--- src/rtl/ball_engine_pkg.sv ---
// Shared definitions for the ball engine: position width, direction encoding,
// RGB332 field layout and the colour split helper.
package ball_engine_pkg;

  // 12-bit positions leave headroom so pos+speed never wraps.
  localparam int unsigned PosW       = 12;
  localparam int unsigned DefHPixels = 640;
  localparam int unsigned DefVPixels = 480;

  // Direction bit per axis: 0 = RIGHT/DOWN (increasing), 1 = LEFT/UP.
  localparam logic DirFwd = 1'b0;
  localparam logic DirRev = 1'b1;

  localparam int unsigned RedW   = 3;
  localparam int unsigned GreenW = 3;
  localparam int unsigned BlueW  = 2;

  typedef enum logic [0:0] {StIdle, StUpdate} state_e;

  typedef struct packed {
    logic [RedW-1:0]   r;
    logic [GreenW-1:0] g;
    logic [BlueW-1:0]  b;
  } rgb332_t;

  function automatic rgb332_t rgb332_split(input logic [7:0] c);
    rgb332_t s;
    s.r = c[7:5];
    s.g = c[4:2];
    s.b = c[1:0];
    return s;
  endfunction

endpackage

--- src/rtl/ball_engine_if.sv ---
// Video-side bundle for the ball engine: timing inputs, controls, colour and status.
interface ball_engine_if;
  import ball_engine_pkg::*;

  logic [10:0]       hcount;
  logic [10:0]       vcount;
  logic              vblank;
  logic [3:0]        speed;
  logic              pause;
  logic [RedW-1:0]   red;
  logic [GreenW-1:0] green;
  logic [BlueW-1:0]  blue;
  logic              busy;
  logic              bounce;
  logic [7:0]        bounce_cnt;

  modport master (
    output hcount, vcount, vblank, speed, pause,
    input  red, green, blue, busy, bounce, bounce_cnt
  );

  modport slave (
    input  hcount, vcount, vblank, speed, pause,
    output red, green, blue, busy, bounce, bounce_cnt
  );

endinterface

--- src/rtl/ball_axis_step.sv ---
// Combinational single-axis step: advance a position by spd, clamping and
// reflecting at 0 and max.
module ball_axis_step
  import ball_engine_pkg::*;
(
  input  logic [PosW-1:0] i_pos,
  input  logic            i_dir,
  input  logic [3:0]      i_spd,
  input  logic [PosW-1:0] i_max,
  output logic [PosW-1:0] o_pos,
  output logic            o_dir,
  output logic            o_reflect
);

  logic [PosW-1:0] w_spd;
  logic [PosW-1:0] w_sum;

  assign w_spd = {{(PosW-4){1'b0}}, i_spd};
  assign w_sum = i_pos + w_spd;

  // Step toward the wall in the current direction; clamp and flip on overshoot.
  always_comb begin
    o_pos     = i_pos;
    o_dir     = i_dir;
    o_reflect = 1'b0;
    if (i_dir == DirFwd) begin
      if (w_sum > i_max) begin
        o_pos     = i_max;
        o_dir     = DirRev;
        o_reflect = 1'b1;
      end else begin
        o_pos = w_sum;
      end
    end else begin
      if (i_pos < w_spd) begin
        o_pos     = '0;
        o_dir     = DirFwd;
        o_reflect = 1'b1;
      end else begin
        o_pos = i_pos - w_spd;
      end
    end
  end

endmodule

--- src/rtl/ball_engine.sv ---
// Multi-ball bouncing sprite engine. Positions update once per frame, one ball
// per cycle, starting on the vblank rising edge; sprites render into RGB332.
module ball_engine
  import ball_engine_pkg::*;
#(
  parameter int unsigned          NUM_BALLS   = 4,
  parameter int unsigned          HPIXELS     = DefHPixels,
  parameter int unsigned          VPIXELS     = DefVPixels,
  parameter int unsigned          BALL_SIZE   = 8,
  parameter int unsigned          INIT_X      = 310,
  parameter int unsigned          INIT_Y      = 230,
  parameter int unsigned          STAGGER     = 24,
  parameter logic [8*NUM_BALLS-1:0] BALL_COLORS = 32'hFF031CE0,
  parameter logic [7:0]           BG_COLOR    = 8'h00
) (
  input logic          i_clk,
  input logic          i_rst,
  ball_engine_if.slave bus
);

  localparam int unsigned    IdxW    = (NUM_BALLS > 1) ? $clog2(NUM_BALLS) : 1;
  localparam logic [IdxW-1:0] LastIdx = IdxW'(NUM_BALLS - 1);
  localparam logic [PosW-1:0] XMax    = PosW'(HPIXELS - BALL_SIZE);
  localparam logic [PosW-1:0] YMax    = PosW'(VPIXELS - BALL_SIZE);
  localparam logic [PosW-1:0] Size    = PosW'(BALL_SIZE);

  state_e          r_state, w_state_next;
  logic            r_vblank_q;
  logic            w_frame_tick, w_start, w_proc;
  logic [3:0]      r_spd;
  logic [IdxW-1:0] r_idx;

  logic [PosW-1:0]      r_x [NUM_BALLS];
  logic [PosW-1:0]      r_y [NUM_BALLS];
  logic [NUM_BALLS-1:0] r_hdir, r_vdir;

  logic [PosW-1:0] w_x_cur, w_y_cur, w_x_next, w_y_next;
  logic            w_hdir_cur, w_vdir_cur, w_hdir_next, w_vdir_next;
  logic            w_x_refl, w_y_refl;

  logic            r_bounce;
  logic [7:0]      r_bounce_cnt;

  logic [PosW-1:0] w_h, w_v;
  rgb332_t         w_rgb, r_rgb;

  assign w_frame_tick = bus.vblank & ~r_vblank_q;

  // vblank delay for rising-edge detection.
  always_ff @(posedge i_clk) begin
    if (i_rst) r_vblank_q <= 1'b0;
    else       r_vblank_q <= bus.vblank;
  end

  // FSM state register.
  always_ff @(posedge i_clk) begin
    if (i_rst) r_state <= StIdle;
    else       r_state <= w_state_next;
  end

  // FSM next state: idle until an unpaused frame tick, then walk every ball once.
  always_comb begin
    w_state_next = r_state;
    w_start      = 1'b0;
    w_proc       = 1'b0;
    unique case (r_state)
      StIdle: begin
        if (w_frame_tick && !bus.pause) begin
          w_start      = 1'b1;
          w_state_next = StUpdate;
        end
      end
      StUpdate: begin
        w_proc = 1'b1;
        if (r_idx == LastIdx) w_state_next = StIdle;
      end
      default: w_state_next = StIdle;
    endcase
  end

  assign w_x_cur    = r_x[r_idx];
  assign w_y_cur    = r_y[r_idx];
  assign w_hdir_cur = r_hdir[r_idx];
  assign w_vdir_cur = r_vdir[r_idx];

  ball_axis_step u_x_step (
    .i_pos     (w_x_cur),
    .i_dir     (w_hdir_cur),
    .i_spd     (r_spd),
    .i_max     (XMax),
    .o_pos     (w_x_next),
    .o_dir     (w_hdir_next),
    .o_reflect (w_x_refl)
  );

  ball_axis_step u_y_step (
    .i_pos     (w_y_cur),
    .i_dir     (w_vdir_cur),
    .i_spd     (r_spd),
    .i_max     (YMax),
    .o_pos     (w_y_next),
    .o_dir     (w_vdir_next),
    .o_reflect (w_y_refl)
  );

  // Ball state: staggered reset layout, speed latch on tick, one ball per UPDATE cycle.
  always_ff @(posedge i_clk) begin
    if (i_rst) begin
      for (int i = 0; i < NUM_BALLS; i++) begin
        r_x[i]    <= PosW'(INIT_X + i * STAGGER);
        r_y[i]    <= PosW'(INIT_Y);
        r_hdir[i] <= i[0];
        r_vdir[i] <= i[1];
      end
      r_spd <= '0;
      r_idx <= '0;
    end else if (w_start) begin
      r_spd <= bus.speed;
      r_idx <= '0;
    end else if (w_proc) begin
      r_x[r_idx]    <= w_x_next;
      r_y[r_idx]    <= w_y_next;
      r_hdir[r_idx] <= w_hdir_next;
      r_vdir[r_idx] <= w_vdir_next;
      r_idx         <= r_idx + IdxW'(1);
    end
  end

  // Bounce pulse and counter; a corner hit counts once.
  always_ff @(posedge i_clk) begin
    if (i_rst) begin
      r_bounce     <= 1'b0;
      r_bounce_cnt <= '0;
    end else begin
      r_bounce <= w_proc & (w_x_refl | w_y_refl);
      if (w_proc && (w_x_refl || w_y_refl)) r_bounce_cnt <= r_bounce_cnt + 8'd1;
    end
  end

  assign w_h = {1'b0, bus.hcount};
  assign w_v = {1'b0, bus.vcount};

  // Pixel colour: walk from the highest index down so the lowest hit wins.
  always_comb begin
    w_rgb = rgb332_split(BG_COLOR);
    for (int i = NUM_BALLS - 1; i >= 0; i--) begin
      if (w_h >= r_x[i] && w_h < r_x[i] + Size && w_v >= r_y[i] && w_v < r_y[i] + Size) begin
        w_rgb = rgb332_split(BALL_COLORS[8*i +: 8]);
      end
    end
    if (w_h >= PosW'(HPIXELS) || w_v >= PosW'(VPIXELS)) w_rgb = '0;
  end

  // Registered colour output, one clock behind hcount/vcount.
  always_ff @(posedge i_clk) begin
    if (i_rst) r_rgb <= '0;
    else       r_rgb <= w_rgb;
  end

  assign bus.red        = r_rgb.r;
  assign bus.green      = r_rgb.g;
  assign bus.blue       = r_rgb.b;
  assign bus.busy       = (r_state == StUpdate);
  assign bus.bounce     = r_bounce;
  assign bus.bounce_cnt = r_bounce_cnt;

endmodule
--- src/flat_wrapper.sv ---
// flat-port wrapper written by rule: the top's interface ports become plain ports
module ball_engine_flat import ball_engine_pkg::*;
#(
  parameter int unsigned          NUM_BALLS   = 4,
  parameter int unsigned          HPIXELS     = DefHPixels,
  parameter int unsigned          VPIXELS     = DefVPixels,
  parameter int unsigned          BALL_SIZE   = 8,
  parameter int unsigned          INIT_X      = 310,
  parameter int unsigned          INIT_Y      = 230,
  parameter int unsigned          STAGGER     = 24,
  parameter logic [8*NUM_BALLS-1:0] BALL_COLORS = 32'hFF031CE0,
  parameter logic [7:0]           BG_COLOR    = 8'h00
)
  (i_clk, i_rst, bus_hcount, bus_vcount, bus_vblank, bus_speed, bus_pause, bus_red, bus_green, bus_blue, bus_busy, bus_bounce, bus_bounce_cnt);
  ball_engine_if bus_i ();
  input logic i_clk;
  input logic i_rst;
  input wire logic [$bits(bus_i.hcount)-1:0] bus_hcount;
  input wire logic [$bits(bus_i.vcount)-1:0] bus_vcount;
  input wire logic [$bits(bus_i.vblank)-1:0] bus_vblank;
  input wire logic [$bits(bus_i.speed)-1:0] bus_speed;
  input wire logic [$bits(bus_i.pause)-1:0] bus_pause;
  output wire logic [$bits(bus_i.red)-1:0] bus_red;
  output wire logic [$bits(bus_i.green)-1:0] bus_green;
  output wire logic [$bits(bus_i.blue)-1:0] bus_blue;
  output wire logic [$bits(bus_i.busy)-1:0] bus_busy;
  output wire logic [$bits(bus_i.bounce)-1:0] bus_bounce;
  output wire logic [$bits(bus_i.bounce_cnt)-1:0] bus_bounce_cnt;
  assign bus_i.hcount = bus_hcount;
  assign bus_i.vcount = bus_vcount;
  assign bus_i.vblank = bus_vblank;
  assign bus_i.speed = bus_speed;
  assign bus_i.pause = bus_pause;
  assign bus_red = bus_i.red;
  assign bus_green = bus_i.green;
  assign bus_blue = bus_i.blue;
  assign bus_busy = bus_i.busy;
  assign bus_bounce = bus_i.bounce;
  assign bus_bounce_cnt = bus_i.bounce_cnt;
  ball_engine #(.NUM_BALLS(NUM_BALLS), .HPIXELS(HPIXELS), .VPIXELS(VPIXELS), .BALL_SIZE(BALL_SIZE), .INIT_X(INIT_X), .INIT_Y(INIT_Y), .STAGGER(STAGGER), .BALL_COLORS(BALL_COLORS), .BG_COLOR(BG_COLOR)) u_core (.i_clk(i_clk), .i_rst(i_rst), .bus(bus_i));
endmodule
--- config.mk ---
export PLATFORM = sky130hd
export DESIGN_NAME = ball_engine_flat
export DESIGN_NICKNAME = d
export VERILOG_FILES = /design/src/rtl/ball_engine_pkg.sv /design/src/rtl/ball_engine_if.sv /design/src/rtl/ball_axis_step.sv /design/src/rtl/ball_engine.sv /design/src/flat_wrapper.sv
export SDC_FILE = /design/constraint.sdc
export NUM_CORES = 1
export LEC_CHECK = 0
export CAP_MARGIN = 5
export CORE_ASPECT_RATIO = 0.75
export CORE_MARGIN = 5
export CORE_UTILIZATION = 65
export CTS_BUF_LIST = sky130_fd_sc_hd__clkbuf_4 sky130_fd_sc_hd__clkbuf_8
export CTS_CLUSTER_DIAMETER = 100
export CTS_CLUSTER_SIZE = 12
export DETAILED_ROUTE_END_ITERATION = 7
export PLACE_DENSITY_LB_ADDON = 0.05
export SYNTH_ARGS = -nofsm -noshare
export SYNTH_HDL_FRONTEND = slang
export SYNTH_HIERARCHICAL = 1
export SYNTH_SLANG_ARGS = --single-unit
--- constraint.sdc ---
create_clock -name i_clk -period 12.5 [get_ports i_clk]
set_input_delay 2.5 -clock i_clk [delete_from_list [all_inputs] [get_ports i_clk]]
set_output_delay 2.5 -clock i_clk [all_outputs]
set_load 0.005 [all_outputs]
# Word level (Yosys, flattened, before mapping)
# Memory sizes are Yosys's and may differ from the RTL's. A register that Yosys moved wholly into a read port is not among the register bits.
# Cells that the tools add are included.
# word_totals
memories	2
wordCells	132
ram_bits	96
regBits	33
out_inout_bits	18
in_bits	30
# mem_list
name	words	word_bits	rd	rd_ports_with_merged_regs	write_ports	line	rtl
u_core.r_x	4	12	5	1	4	ball_engine.sv:33	logic [PosW-1:0] r_x [NUM_BALLS];
u_core.r_y	4	12	5	1	4	ball_engine.sv:34	logic [PosW-1:0] r_y [NUM_BALLS];
# op_classes
n_lt_le_gt_ge	24
n_addsub	14
n_eq_ne	1
n_bitwise	6
reduce_logical	25
muxes	49
# op_table
cell	count
adder 12 x 4 -> 12 bit (second input constant)	8
greater-or-equal comparator 11 x 12 -> 1 bit	8
less-than comparator 11 x 12 -> 1 bit	8
two-way mux 12 bit	8
two-way mux 8 bit	4
two-way mux 1 bit	25
adder 12 x 4 -> 12 bit	2
less-than comparator 12 x 4 -> 1 bit	2
OR reduction 12 bit	2
subtractor 12 x 4 -> 12 bit	2
logical AND 1 bit	15
> comparator 12 x 10 -> 1 bit (second input constant)	1
> comparator 12 x 9 -> 1 bit (second input constant)	1
two-way mux 2 bit	6
greater-or-equal comparator 11 x 10 -> 1 bit (second input constant)	1
greater-or-equal comparator 11 x 9 -> 1 bit (second input constant)	1
adder 8 x 1 -> 8 bit (second input constant)	1
bitwise mux 4 bit	2
binary-select mux 1 bit (select 2 bit)	2
OR reduction 2 bit	2
OR reduction 4 bit	1
less-than comparator 2 x 3 -> 1 bit (second input constant)	1
NOT 1 bit	3
OR reduction 3 bit	1
other kinds (10)	12

# Logic depth before layout (Yosys ltp)
# Gate-level depths: netlist of the first run.
# logic_depth
depth_word	10
ltp_mapped	21
mapped_depth_nobuf	18

# By module
# Netlist of the first run, hierarchy kept.
# modules_own_cells
mod	n_inst	cells_per_inst	area_each_um2	seq_area_each_um2
ball_engine	1	974	10000.8	3483.3
ball_axis_step (u_core.u_x_step)	1	154	1223.7	0.0
ball_axis_step (u_core.u_y_step)	1	151	1194.9	0.0

# Least setup slack after synthesis of the first run
# OpenSTA, ideal clock, no wires.
# synth_timing
kind	register to register
from	register (tool-made name)
to	register u_core.r_bounce_cnt[5], in the netlist u_core/bus.bounce_cnt[5]
setup_slack_ns	7.678
arrival_time_ns	4.694
required_time_ns	12.372
stages_incl_launch_ff	20
path_buffers	3
synth_period_minus_slack_ns	4.822
setup_time_ns	0.128
cell_sequence	dfxtp_1 > clkbuf_1 > buf_2 > mux4_2 > ha_1 > nand2b_1 > a221oi_1 > o21ai_0 > xnor2_1 > ha_1 > nand4_1 > a21oi_2 > o41ai_4 > buf_6 > a21boi_0 > o21ai_0 > nor2_1 > nand3_1 > xor2_1 > nor2_1
# synth_lines
element	line	rtl
to (signal assigned)	ball_engine.sv:136	if (w_proc && (w_x_refl || w_y_refl)) r_bounce_cnt <= r_bounce_cnt + 8'd1;
to (decl)	ball_engine.sv:42	logic [7:0] r_bounce_cnt;

==> results of run 1 <==
-- layout make-up --
cell class	count	area share
clock buffers	20	0.0197
multi-input cells	1016	0.612
flip-flops and latches	126	0.255
inverters	146	0.0401
repair buffers	55	0.0388
well taps	247	0.0226
clock inverters	12	0.0115
-- state kept, by name (all words and copies together), names as in the netlist, named ones only --
name,cells
u_core/bus.bounce_cnt,8
u_core/bus.busy,1
u_core/r_spd,4
u_core/r_idx,2
u_core/r_y,48
u_core/bus.red,1
u_core/r_x,48
u_core/r_vblank_q,1
u_core/bus.green,1
u_core/r_hdir,4
u_core/r_vdir,4
u_core/bus.blue,1
u_core/bus.bounce,1
-- where the power goes --
part	internal, W	total (W)	switching, W
Combinational	0.000148	0.000351	0.000203
Sequential	0.000464	0.000484	0.0000208
Clock	0.000212	0.000385	0.000173
-- per-layer routing --
metal / wire length (um) / GRT usage / up-vias
met1: 15000 / 0.450 / 4718
met3: 3770 / 0.0818 / 31
met2: 13600 / 0.443 / 479
met4: 330 / 0.0530 / 0
li1: - / - / 4774
met5: 0 / 0 / -
-- cell families after synthesis --
family | share of synthesized area
fa+ha+maj | 0.213
compound gates | 0.135
simple gates | 0.170
flops | 0.280
buf+inv | 0.0604
other cells | 0.000605
mux | 0.0724
xor+xnor | 0.0677
-- metrics by stage --
stage | worst slack, ns | power [W] | instances
detailed placement | 6.94 | 0.000834 | 1590
global route | 6.42 | 0.00128 | 1622
global placement | 7.05 | 0.000826 | 1590
CTS | 6.92 | 0.00122 | 1622
floorplan | 7.68 | 0.000733 | 1325
finish | 6.96 | 0.00122 | 1622
-- placed cells by master (no fill, tap or decap), types with 9 or more instances in the layout --
cell             Yosys  final
ha_1               205    205
inv_1              146    146
edfxtp_1            96     96
xnor2_1             76     76
nand2b_1            62     62
and2_1              58     58
nand3_1             56     56
a21oi_1             56     56
nor2_1              49     49
conb_1               2     48
clkdlybuf4s50_1      0     47
nand2_1             35     35
o21ai_0             35     35
mux2i_1             31     31
dfxtp_1             30     30
mux4_2              25     25
nand4_1             24     24
a21o_1              20     20
xor2_1              20     20
clkbuf_8             0     19
nor2b_1             18     18
a211oi_1            18     18
nor3_1              18     15
and3_1              13     13
o22ai_2             12     12
o22ai_1             11     11
o211ai_1             9      9
-- worst max-delay path, cell delays in order (launching register included) --
cell      delay, ns
dfxtp_1        0.31
buf_4          0.41
mux4_2         0.66
ha_1           0.34
nand2b_1       0.16
a221oi_1       0.49
o21ai_0        0.19
xnor2_1        0.18
ha_1           0.31
nand4_1        0.16
a21oi_2        0.06
o41ai_4        0.97
a21boi_0       0.28
o21ai_0        0.45
nor2_1         0.14
nand3_1        0.12
xor2_1         0.14
nor2_1         0.06
-- path summary, 6_finish.rpt --
check                                                   start                                    end  slack (ns)  cells after the start
worst min-delay path            u_core/r_vdir[0]$_SDFFE_PP0P_          u_core/r_vdir[0]$_SDFFE_PP0P_        0.46                      2
worst max register to register                      flip-flop  u_core/bus.bounce_cnt[5]$_SDFFE_PP0P_        6.96                     17
worst max-delay path                                flip-flop  u_core/bus.bounce_cnt[5]$_SDFFE_PP0P_        6.96                     17
worst min register to register  u_core/r_vdir[0]$_SDFFE_PP0P_          u_core/r_vdir[0]$_SDFFE_PP0P_        0.46                      2
==> key figures, run 1 <==
Floorplan
  – Initial core utilization: 0.667
  – DIE HEIGHT: 130 um
  – Die width: 170 um
  – Core area: 18600 sq um
  – Core Rows: 43
  – Area of the die: 22000 sq um
  – I/O Pins: 48

Global route
  – Total GRT Usage: 0.300
  – Grt total ovfl: 0
  – Largest net degree at the start of global routing: 33
  – Number of global-route vias before repair: 9515
  – Initial antenna violation count: 0
  – First-pass GRT wire length: 51.5 mm

Yosys
  – Most frequent cell after synthesis: ha_1
  – Post-synth top flop: edfxtp_1
  – YS warnings: 6
  – Yosys top cell by area: edfxtp_1
  – Largest cells by area after synthesis: edfxtp_1 23%, ha_1 21%, xnor2_1 5.4%, dfxtp_1 4.8%, mux4_2 4.5%
  – Synth Cell Area: 12400 sq um
  – Register bit total from synthesis: 126
  – Post-synthesis sequential area ratio: 0.280
  – Mapped Cells: 1279
  – Syn avg cell area: 9.71 sq um
  – Top cell type's share of synthesized area: 0.232
  – Ys async rst share: 0
  – Post-synth cell types: 73
  – Post-synth EDFFs: 96
  – Synth cell count leaders: 205 x ha_1, 146 x inv_1, 96 x edfxtp_1

Timing
  – Unrepaired setup endpoints after global routing: no
  – Layout Skew: 0.0253 ns
  – Setup TNS: 0 ns
  – Min cycle time layout: 5.54 ns
  – Worst slew pin tran: 1.14 ns
  – Hold Vio Cnt, Final: 0
  – Max Clk Rate: 0.180 GHz
  – Slew HR: 0.239
  – Worst hold slack: 0.459 ns
  – Setup violators final: 0
  – Fin crit share: 0.443
  – Max-slew violations: 0

Layout
  – Area of the multi-input gates: 8370 sq um
  – Fill cells: 1416
  – FF+latch area: 3480 sq um
  – Synthesis-to-finish area growth: 10.1%
  – Proportion of layout cells with a drive suffix above 1: 0.0815
  – ANT cells: 0
  – Post-layout util: 0.734
  – Final #Nets: 1601
  – Post-route cell area: 13700 sq um

Worst setup path
  – Worst setup SP type: flip-flop
  – Crit path DAT: 5.86 ns
  – CP max FO: 24
  – Element type at the critical path end: flip-flop
  – Critical path class: reg -> reg
  – Critical Path RT: 12.82 ns

Clock network
  – TritonCTS Buffers: 17
  – CTS tree: yes
  – Post_cts resized: 0
  – CTS Hold Buffers Added: 0
  – CTS Root Cell: clkbuf_8
  – Post-CTS Setup Inserts: 0
  – H-tree levels: 4
  – Reg clk slew, reported paths: 0.07 ns
  – Clk sinks: 126
  – Clock Path Buffers: 2
  – Clk_lat worst skew: 0.45 ns

Detailed routing
  – WL per Instance: 20.2 um
  – Vias: 10002
  – Antenna Nets Post-Route: 0
  – DRC violations left: 0
  – DR pass1 iterations: 5
  – Initial DRC Count: 1019
  – WL final: 32.7 mm
  – Vias per cell: 6.17

Placement
  – # port buffers: 47
  – Placed Area: 13200 sq um
  – HPWL Detailed: 25.4 mm
  – Placer Congestion: 0.958

Min path
  – Worst hold path class: reg -> reg

Pwr
  – P_leak: 5.95 nW
  – Maximum vdd drop: 0.0545 mV
  – Power per cell area: 89.2 nW/um^2

Job
  – Maxcap violations: 0

Status
  – Outcome: complete, no violations
(Power assumes the default switching activity.)
==> run 2: changes to the inputs <==
==> constraint.sdc (replaced) <==
create_clock -name i_clk -period 5.3 [get_ports i_clk]
set_input_delay 1.06 -clock i_clk [delete_from_list [all_inputs] [get_ports i_clk]]
set_output_delay 1.06 -clock i_clk [all_outputs]
set_load 0.005 [all_outputs]
==> key figures, run 2 (synthesis results as in run 1) <==
Global route
  – Largest net degree at the start of global routing: 33 (unchanged)
  – Grt total ovfl: 0 (unchanged)
  – Number of global-route vias before repair: 9508 (was 9515)
  – Total GRT Usage: 0.301 (was 0.300)
  – First-pass GRT wire length: 51.5 mm (about the same)
  – Initial antenna violation count: 0 (unchanged)

Worst setup path
  – CP Buf/Inv Count: 2 (was 1)
  – Critical Path RT: 5.48 ns (was 12.82 ns)
  – Crit path DAT: 4.95 ns (was 5.86 ns)
  – Slowest CP cell: mux4_2 (was o41ai_4)
  – Worst setup SP type: flip-flop (unchanged)
  – R2R depth: 15 (was 17)
  – Element type at the critical path end: flip-flop (unchanged)
  – FF-to-FF End: u_core/r_y[1][3]$_SDFFCE_PN0P_ (was u_core/bus.bounce_cnt[5]$_SDFFE_PP0P_)
  – Critical path's largest stage delay: 0.61 ns (was 0.97 ns)
  – Critical path class: reg -> reg (unchanged)
  – Crit path cell chain: buf_4, mux4_2, ha_1, nand2b_1, a221oi_1, o2111ai_1, xnor2_1, ha_1, nand4_1, or3_1, o41ai_4, buf_4, mux2i_1, o32ai_1, and2_1 (was buf_4, mux4_2, ha_1, nand2b_1, a221oi_1, o21ai_0, xnor2_1, ha_1, nand4_1, a21oi_2, o41ai_4, a21boi_0, o21ai_0, nor2_1, nand3_1, xor2_1, nor2_1)
  – Flop2flop setup slack: 0.53 ns (was 6.96 ns)
  – Cell family with most CP delay: simple AND/OR/NAND/NOR gates (was compound AO/OA/AOI/OAI gates)
  – CP max FO: 13 (was 24)

Detailed routing
  – DR WL met3: 4.20 mm (was 3.77 mm)
  – Antenna Nets Post-Route: 0 (unchanged)
  – DRC violations left: 0 (unchanged)
  – WL per Instance: 19.8 um (was 20.2 um)
  – DR pass1 iterations: 5 (unchanged)
  – Top layer used by detailed routing: met4 (unchanged)
  – Initial DRC Count: 944 (was 1019)
  – Vias: 9952 (was 10002)
  – WL final: 32.5 mm (was 32.7 mm)
  – Met2 routed WL: 13.4 mm (was 13.6 mm)
  – M1 wire length: 14.6 mm (was 15.0 mm)
  – Vias per cell: 6.06 (was 6.17)

Placement
  – Place WS: -0.0394 ns (was 6.94 ns)
  – # port buffers: 47 (unchanged)
  – Placer Congestion: 0.948 (was 0.958)
  – Cell total after placement: 1601 (was 1590)
  – HPWL Detailed: 25.3 mm (was 25.4 mm)

Clock network
  – Clk_lat worst skew: 0.44 ns (was 0.45 ns)
  – TritonCTS Buffers: 17 (unchanged)
  – H-tree levels: 4 (unchanged)
  – Clock Path Buffers: 2 (unchanged)
  – Clk sinks: 126 (unchanged)
  – CTS Root Cell: clkbuf_8 (unchanged)
  – CTS tree: yes (unchanged)
  – Reg clk slew, reported paths: 0.08 ns (was 0.07 ns)
  – CTS Hold Buffers Added: 0 (unchanged)

Layout
  – Most frequent cells in the layout: 205 x ha_1, 146 x inv_1, 96 x edfxtp_1 (unchanged)
  – Area of the multi-input gates: 8370 sq um (unchanged)
  – ANT cells: 0 (unchanged)
  – Post-layout util: 0.745 (was 0.734)
  – Synthesis-to-finish area growth: 11.7% (was 10.1%)
  – Proportion of layout cells with a drive suffix above 1: 0.0940 (was 0.0815)
  – Fill cells: 1384 (was 1416)
  – Final non-filler cell total: 1641 (was 1622)
  – FF+latch area: 3480 sq um (unchanged)
  – Final #Nets: 1620 (was 1601)
  – Leading cell type in the layout, fill and taps excluded: ha_1 (unchanged)

Timing
  – Min cycle time layout: 4.77 ns (was 5.54 ns)
  – Worst Slack Setup Final: 0.530 ns (was 6.96 ns)
  – Max Clk Rate: 0.210 GHz (was 0.180 GHz)
  – Slew HR: 0.254 (was 0.239)
  – Unrepaired setup endpoints after global routing: no (unchanged)
  – Fin crit share: 0.900 (was 0.443)
  – Max-slew violations: 0 (unchanged)
  – Worst hold slack: 0.456 ns (was 0.459 ns)
  – Setup violators final: 0 (unchanged)
  – Worst slew pin tran: 1.12 ns (was 1.14 ns)
  – Hold Vio Cnt, Final: 0 (unchanged)
  – Layout Skew: 0.0162 ns (was 0.0253 ns)

Min path
  – Worst hold path class: reg -> reg (unchanged)
  – Critical hold path startpoint: u_core/r_hdir[2]$_SDFFE_PP0P_ (was u_core/r_vdir[0]$_SDFFE_PP0P_)
  – Worst Hold Endpoint: u_core/r_hdir[2]$_SDFFE_PP0P_ (was u_core/r_vdir[0]$_SDFFE_PP0P_)
  – Worst Hold Path Cells: 2 (unchanged)

Floorplan
  – Core Rows: 43 (unchanged)
  – Core area: 18600 sq um (unchanged)
  – Initial core utilization: 0.667 (unchanged)
  – Area of the die: 22000 sq um (unchanged)
  – DIE HEIGHT: 130 um (unchanged)
  – Die width: 170 um (unchanged)
  – I/O Pins: 48 (unchanged)

Pwr
  – Pwr Total: 0.00301 W (was 0.00122 W)
  – P_leak: 6.07 nW (was 5.95 nW)
  – Maximum vdd drop: 0.148 mV (was 0.0545 mV)
  – Power per cell area: 217 nW/um^2 (was 89.2 nW/um^2)

Status
  – Outcome: complete, no violations (unchanged)

Job
  – Maxcap violations: 0 (unchanged)
## run 2: cell count changes in the layout (fill, tap and decap cells not counted), moves of 2 or more
cell	delta
clkinv_4	-2
inv_4	-2
bufinv_16	+3
buf_4	+19
## run 2: where the power goes
part | total [W] | switching (W) | internal [W]
logic | 0.000841 | 0.000474 | 0.000367
clock network | 0.00103 | 0.000401 | 0.000630
registers | 0.00114 | 0.0000471 | 0.00109
## run 2: final cells by class
| class | count | area share |
|---|---|---|
| Inverter | 146 | 0.0395 |
| Sequential cell | 126 | 0.251 |
| Clock buffer | 19 | 0.0184 |
| Timing Repair Buffer | 74 | 0.0485 |
| Clock inverter | 13 | 0.0167 |
| Tap cell | 247 | 0.0223 |
| Multi-Input combinational cell | 1016 | 0.604 |
## run 2: how the worst max path moves through the flow
| stage | startpoint | to | slack, ns | cells past startpoint |
|---|---|---|---|---|
| final | flip-flop | u_core/r_y[1][3]$_SDFFCE_PN0P_ | 0.53 | 15 |
| after global routing | flip-flop | u_core/bus.bounce_cnt[6]$_SDFFE_PP0P_ | 0.08 | 18 |
| after detailed placement | flip-flop | u_core/bus.bounce_cnt[5]$_SDFFE_PP0P_ | -0.04 | 17 |
| after floorplan | flip-flop | u_core/bus.bounce_cnt[5]$_SDFFE_PP0P_ | 0.48 | 19 |
| after CTS | flip-flop | u_core/bus.bounce_cnt[5]$_SDFFE_PP0P_ | 0.03 | 17 |
| after global placement | flip-flop | u_core/bus.bounce_cnt[5]$_SDFFE_PP0P_ | 0.05 | 17 |
## run 2: layer usage
metal  vias up  GRT usage
li1       4803          -
met1      4684      0.450
met4         0     0.0497
met5         -          0
met2       443      0.440
met3        22     0.0912
## run 2: per-stage QoR
stage	TNS [ns]	cell area [sq um]
3_5_place_dp	-0.0394	13300
6_report	0	13900
4_1_cts	0	13800
2_1_floorplan	0	12600
5_1_grt	0	13900
3_3_place_gp	0	13300
## run 2: timing repair
item                       CTS  global route
pin swaps                    1             1
buffers inserted             1             7
setup endpoints to repair    1             8
resized for setup            0             0
## run 2: worst register-to-register path: stages (launching register included)
cell and delay, ns:
dfxtp_1 0.34, buf_4 0.22, mux4_2 0.62, ha_1 0.35, nand2b_1 0.18, a221oi_1 0.46, o2111ai_1 0.18, xnor2_1 0.19
ha_1 0.31, nand4_1 0.15, or3_1 0.45, o41ai_4 0.08, buf_4 0.30, mux2i_1 0.28, o32ai_1 0.21, and2_1 0.21
